<file path="src/rtl/universal_shift_register.sv">
// Universal shift register with parallel load, shift/rotate stepped by an internal divided tick.
// Build with USR_PARITY_EN defined to get a registered even-parity output; otherwise parity is tied 0.
module universal_shift_register #(
    parameter int WIDTH = 4,
    parameter int DIV   = 50000000
) (
    input  logic             clk,
    input  logic             clr,
    input  logic             sclr,
    input  logic             load,
    input  logic [WIDTH-1:0] d,
    input  logic [1:0]       mode,
    input  logic             sin,
    output logic [WIDTH-1:0] q,
    output logic             sout,
    output logic             tick,
    output logic             clk_slow,
    output logic             parity
);

    localparam int            CW       = (DIV > 1) ? $clog2(DIV) : 1;
    localparam logic [CW-1:0] CNT_LAST = CW'(DIV - 1);

    typedef enum logic [1:0] {
        M_HOLD = 2'b00,
        M_SHL  = 2'b01,
        M_SHR  = 2'b10,
        M_ROL  = 2'b11
    } mode_e;

    logic [CW-1:0]    cnt;
    logic             wrap;
    logic [WIDTH-1:0] q_nxt;
    logic             sout_nxt;

    assign wrap = (cnt == CNT_LAST);

    // Divider runs free of sclr/load/mode; only clr resets it.
    always_ff @(posedge clk or negedge clr) begin
        if (!clr) begin
            cnt      <= '0;
            tick     <= 1'b0;
            clk_slow <= 1'b0;
        end else begin
            cnt  <= wrap ? '0 : cnt + 1'b1;
            tick <= wrap;
            if (wrap)
                clk_slow <= ~clk_slow;
        end
    end

    always_comb begin
        q_nxt    = q;
        sout_nxt = sout;
        if (sclr) begin
            q_nxt    = '0;
            sout_nxt = 1'b0;
        end else if (load) begin
            q_nxt = d;
        end else if (tick) begin
            unique case (mode_e'(mode))
                M_SHL: begin
                    q_nxt    = {q[WIDTH-2:0], sin};
                    sout_nxt = q[WIDTH-1];
                end
                M_SHR: begin
                    q_nxt    = {sin, q[WIDTH-1:1]};
                    sout_nxt = q[0];
                end
                M_ROL: begin
                    q_nxt    = {q[WIDTH-2:0], q[WIDTH-1]};
                    sout_nxt = q[WIDTH-1];
                end
                default: begin
                    q_nxt    = q;
                    sout_nxt = sout;
                end
            endcase
        end
    end

    always_ff @(posedge clk or negedge clr) begin
        if (!clr) begin
            q    <= '0;
            sout <= 1'b0;
        end else begin
            q    <= q_nxt;
            sout <= sout_nxt;
        end
    end

`ifdef USR_PARITY_EN
    // Computed from q_nxt so parity lines up with q on the same cycle.
    always_ff @(posedge clk or negedge clr) begin
        if (!clr)
            parity <= 1'b0;
        else
            parity <= ^q_nxt;
    end
`else
    assign parity = 1'b0;
`endif

endmodule

</file>
<file path="config.mk">
export PLATFORM = sky130hd
export DESIGN_NAME = universal_shift_register
export DESIGN_NICKNAME = d
export VERILOG_FILES = /design/src/rtl/universal_shift_register.sv
export SDC_FILE = /design/constraint.sdc
export NUM_CORES = 1
export LEC_CHECK = 0
export CAP_MARGIN = 10
export CELL_PAD_IN_SITES_DETAIL_PLACEMENT = 0
export CELL_PAD_IN_SITES_GLOBAL_PLACEMENT = 1
export CORE_MARGIN = 2
export CORE_UTILIZATION = 25
export DETAILED_ROUTE_END_ITERATION = 7
export GPL_ROUTABILITY_DRIVEN = 0
export PLACE_DENSITY_LB_ADDON = 0.12
export SLEW_MARGIN = 20
export SYNTH_ARGS = -nofsm -noshare
export SYNTH_HDL_FRONTEND = slang
export SYNTH_SLANG_ARGS = --single-unit
</file>
<file path="constraint.sdc">
create_clock -name clk -period 5.7 [get_ports clk]
set_input_delay 1.14 -clock clk [delete_from_list [all_inputs] [get_ports clk]]
set_output_delay 1.14 -clock clk [all_outputs]
set_load 0.01 [all_outputs]
</file>
# --- Word level (Yosys, flattened, before mapping) ---
# Index checks and enable logic that the tools add are counted.
word_totals:
  word_cells: 28
  in_bits: 11
  latchBits: 0
  regBits: 33
  n_memories: 0
  ram_bits: 0
  romBits: 0
  out_inout_bits: 8
op_classes:
  n_mul: 0
  n_eq_ne: 5
  shift: 0
  n_reduce_logical: 7
  order_cmp: 0
  n_bitwise: 1
  n_div: 0
  addsub: 1
  muxes: 9
op_table:
  columns: ["operator", "n"]
  rows:
  - ["26-bit by 1-bit adder with 26-bit output (second input constant)", 1]
  - ["26-bit == test (second input constant)", 1]
  - ["26-bit two-way mux", 1]
  - ["4-bit two-way mux", 3]
  - ["4-bit one-hot mux with 3 select lines", 1]
  - ["3-bit nonzero test", 2]
  - ["5-bit nonzero test", 1]
  - ["2-bit == test (second input constant)", 2]
  - ["1-bit two-way mux", 3]
  - ["3-bit AND reduction", 1]
  - ["2-bit by 1-bit == test with 1-bit output (second input constant)", 1]
  - ["2-bit inequality test (second input constant)", 1]
  - ["1-bit one-hot mux with 2 select lines", 1]
  - ["2-bit AND reduction", 1]
  - ["2-bit nonzero test", 1]
  - ["2-bit OR reduction", 1]
  - ["1-bit NOT", 1]

# --- Logic depth before layout (Yosys ltp) ---
depth:
  depth_word: 6
  depth_mapped: 6
  ltp_nobuf: 5

# --- Least setup slack after synthesis ---
# OpenSTA, ideal clock, no wires.
synth_timing:
  kind: "input to register"
  start: "in load"
  end: "reg q[3]"
  path_buffers: 1
  setup_time_ps: 121
  path_slack_ps: 3512
  arrival_time_ps: 2067
  path_stages: 4
  required_time_ps: 5579
  cell_sequence: "clkbuf_1 -> nor3_1 -> nor2_1 -> a22o_1"
synth_between:
  elab_chain_len: 2
  elab_cells_between_ends: 5
  cone_classes: "mux: 2; reduce/logical: 3"
synth_rtl:
  columns: ["item", "line", "source"]
  rows:
  - ["from (decl)", "10", "input logic load,"]
  - ["5-bit nonzero test (no source line) (tied with other cells)", null, null]
  - ["2-bit AND reduction (no source line) or 4-bit two-way mux (tied branches)", null, null]
  - ["to (signal assigned)", "87", "q <= q_nxt;"]
  - ["to (decl)", "14", "output logic [WIDTH-1:0] q,"]
# Several ways; a longest one is shown, not always the timed one.
# A chain may end at the register's enable or synchronous reset.

# --- Worst setup path in the final report ---
layout_timing:
  start: "in mode[0]"
  end: "reg q[3]"
layout_between:
  elab_chain_len: 5
  elab_cells_between_ends: 9
  cone_classes: "eq/ne: 3; mux: 4; reduce/logical: 2"
layout_rtl:
  columns: ["item", "line", "source"]
  rows:
  - ["from (decl)", "12", "input logic [1:0] mode,"]
  - ["2-bit == test or 2-bit by 1-bit == test with 1-bit output (tied branches)", "61", "unique case (mode_e'(mode))"]
  - ["4-bit one-hot mux with 3 select lines", "61", null]
  - ["4-bit two-way mux", "60", "end else if (tick) begin"]
  - ["4-bit two-way mux", "58", "end else if (load) begin"]
  - ["4-bit two-way mux", "55", "if (sclr) begin"]
# Several ways; a longest one is shown, not always the timed one. The select of a mux whose other input is x is not followed.

==> run summary <==
* **number of slew-limit violations in the final report** 0
* **CTS Root Buffer Type** sky130_fd_sc_hd__clkbuf_8
* **max-cap violations** 0
* **core region area** 6720 µm²
* **share of the synthesized area in the top cell type** 48.3%
* **clock slew seen by the registers of the worst setup and hold paths** 70 ps
* **number of clock buffers inserted by TritonCTS** 5
* **netlist area before placement** 1710 µm²
* **Leakage Power** 0.902 nW
* **hold wc startpoint** clk_slow
* **critical path class** primary input to register
* **hold violation count in the final report** 0
* **share of synthesized cell area in full adder, half adder and majority cells** 0.732%
* **Starting Density** 25.4%
* **min Tclk post-route** 2520 ps
* **sequential cell area fraction in the yosys report** 48.3%
* **Hold Path Class** register to register
* **status** finished clean
* **all-layer global routing usage** 10.6%
* **global-route wire length before repair** 6160 µm
* **worst reg2reg startpoint** cnt[0]
* **Post-Route Setup TNS** 0 ps
* **VDD IR max** 0.0000682 V
* **sum of overflow across all layers after global routing** 0
* **combinational family with the most area after synthesis** simple AND/OR/NAND/NOR gates
* **count of antenna diodes in the layout** 0
* **number of antenna violations at the first check in global routing** 0
* **worst slew margin relative to its limit** 43.1%
* **Synth Area in Compound Gates** 8.57%
* **simple-gate area share of the yosys netlist** 24.7%
* **vias per std cell** 4.82
* **TritonCTS clock tree** built
* **synthesized area divided by synthesized cell count** 10.7 µm²
* **mux cell area share after synthesis** 5.27%
* **Power per Cell Area** 218 nW/µm²
* **CP Launch Point** mode[0]
* **type of element capturing the critical path** register
* **maximum number of pins on one net before global-route repair** 34
* **cell type with the largest total area after synthesis** sky130_fd_sc_hd__dfrtp_1
* **total of cells resized after clock tree synthesis** 0
* **Ports** 19
* **setup violators final** 0
* **clk buf depth** 2
* **total power after layout** 0.446 mW
* **flop and latch count out of synthesis** 33
* **achievable frequency** 397 MHz
* **setup fix buffers added after clock tree synthesis** 0
* **antenna violation net count after detailed routing** 0
* **synthesis warning total** 0
* **# rows** 30
* **startpoint type of the worst setup path** primary input
* **overall routed net length** 3690 µm
* **DRC errors left** 0
* **H-tree level count** 2
* **final worst clock skew** 5.30 ps
* **period utilization** 44.2%
* **P&R area growth vs syn** 19.5%
* **number of nets at the end of the flow** 194
* **post-synth cell types** 39
* **maximum net fanout on the critical path** 6
* **first-pass detailed-route iteration total** 4
* **number of I/O port buffers** 17
* **unrepaired setup endpoints after global routing** false
* **clock latency on the worst-skew pair** 280 ps
* **HPWL after DPL** 2650 µm
* **overall die height** 86.7 µm
* **1st-iter DRT viols** 57
* **ratio of cells with drive above 1 in the final layout** 11.5%
* **number of instances in the synthesized netlist** 160
* **vias in the first global route** 1,213
* **Die X-Extent** 86.7 µm
* **count of flip-flops with a built-in enable after synthesis** 0
* **Syn Nets** 172
* **CTS Sinks** 33
* **routed wire length per instance** 14.1 µm
* **transition time of the tightest slew-check pin** 845 ps
* **Die Area** 7510 µm²
* **worst path required time** 5870 ps
* **hold_buf cts** 0
* **ranking of synthesized cells by area** sky130_fd_sc_hd__dfrtp_1 (48%), sky130_fd_sc_hd__xnor2_1 (6.1%), sky130_fd_sc_hd__mux2i_1 (5.3%)
* **arrival time of data at the critical path endpoint** 2690 ps
* **vias after detailed routing** 1,262
* **XOR/XNOR share of the synthesized area** 9.22%
* **share of flip-flops with an asynchronous set or reset after synthesis** 100%
* **dominant register cell in the synthesized netlist** sky130_fd_sc_hd__dfrtp_1
-- sequential cells by signal (all words and copies together) (netlist names) --
name and cells:
clk_slow 1, cnt 26, q 4, sout 1, tick 1
-- power by group --
group | switching, mW | leakage (nW) | internal (mW)
combinational | 0.0135 | 0.414 | 0.0147
clock | 0.0828 | 0.0443 | 0.0958
sequential | 0.00284 | 0.444 | 0.236
total | 0.0991 | 0.902 | 0.347
-- per-layer routing --
layer	vias up	global-route usage [%]	share of wire (%)
met1	619	13.8	47
met5	-	0	0
li1	621	-	-
met4	0	3.41	1.4
met2	16	16.9	49
met3	6	3.14	3.2
-- cell usage in the layout (no fill, tap or decap), types with 2 or more instances in the layout --
master / count
sky130_fd_sc_hd__a21oi_1: 4
sky130_fd_sc_hd__a22o_1: 3
sky130_fd_sc_hd__and3_1: 3
sky130_fd_sc_hd__and4_1: 2
sky130_fd_sc_hd__clkbuf_8: 6
sky130_fd_sc_hd__clkdlybuf4s50_1: 17
sky130_fd_sc_hd__dfrtp_1: 33
sky130_fd_sc_hd__inv_1: 5
sky130_fd_sc_hd__mux2i_1: 9
sky130_fd_sc_hd__nand2_1: 9
sky130_fd_sc_hd__nand3_1: 7
sky130_fd_sc_hd__nand4_1: 7
sky130_fd_sc_hd__nand4_2: 2
sky130_fd_sc_hd__nor2_1: 8
sky130_fd_sc_hd__nor2_2: 8
sky130_fd_sc_hd__nor2b_1: 2
sky130_fd_sc_hd__nor3_1: 3
sky130_fd_sc_hd__nor4_1: 7
sky130_fd_sc_hd__o21ai_0: 7
sky130_fd_sc_hd__o31ai_1: 2
sky130_fd_sc_hd__or3_1: 2
sky130_fd_sc_hd__or4b_1: 2
sky130_fd_sc_hd__xnor2_1: 12
sky130_fd_sc_hd__xor2_1: 6
-- cell families after synthesis --
group           after synthesis
simple gates                 68
flops                        33
compound gates               22
xor+xnor                     18
mux                           9
buf+inv                       8
fa+ha+maj                     1
other cells                   1
-- per-stage QoR --
step / setup WS [ps] / util [%] / instance area (µm²) / hold slack [ps] / std cells
2_1_floorplan: 3510 / - / 1710 / 430 / 160
5_1_grt: 3050 / 30.4 / 2040 / 500 / 262
3_3_place_gp: 2930 / 29.1 / 1960 / 461 / 255
3_5_place_dp: 2870 / 29.1 / 1960 / 469 / 255
6_report: 3180 / 30.4 / 2040 / 483 / 262
4_1_cts: 3170 / 30.4 / 2040 / 486 / 262
-- cells in the mapped netlist, types with 5 or more instances --
cell type                 count
sky130_fd_sc_hd__dfrtp_1     33
sky130_fd_sc_hd__xnor2_1     12
sky130_fd_sc_hd__mux2i_1      9
sky130_fd_sc_hd__nand2_1      9
sky130_fd_sc_hd__nor2_1       8
sky130_fd_sc_hd__nor2_2       8
sky130_fd_sc_hd__nand3_1      7
sky130_fd_sc_hd__nand4_1      7
sky130_fd_sc_hd__nor4_1       7
sky130_fd_sc_hd__o21ai_0      7
sky130_fd_sc_hd__xor2_1       6
sky130_fd_sc_hd__inv_1        5
-- final cells by class --
cell class / instances / area (µm²)
clock buffers: 7 / 86.3
fillers: 687 / 4680
inverters: 5 / 18.8
multi-input cells: 119 / 833
flip-flops and latches: 33 / 826
well taps: 80 / 100
repair buffers: 18 / 178
-- worst max-delay path, stage by stage --
cell	delay, ps
sky130_fd_sc_hd__clkdlybuf4s50_1	490
sky130_fd_sc_hd__o21a_1	250
sky130_fd_sc_hd__nor3_1	440
sky130_fd_sc_hd__nor2_1	140
sky130_fd_sc_hd__a22o_1	220
-- final timing paths --
| check | endpoint | slack (ps) | depth (start not counted) |
|---|---|---|---|
| setup / recovery | q[3] | 3180 | 5 |
| hold / removal | clk_slow | 480 | 1 |
| setup reg to reg | cnt[17] | 3620 | 5 |
| hold reg to reg | clk_slow | 480 | 1 |
| max in group asynchronous | cnt[25] | 4120 | 2 |
| min in group asynchronous | cnt[0] | 1270 | 2 |
No activity file was read; power rests on OpenSTA's default activity.
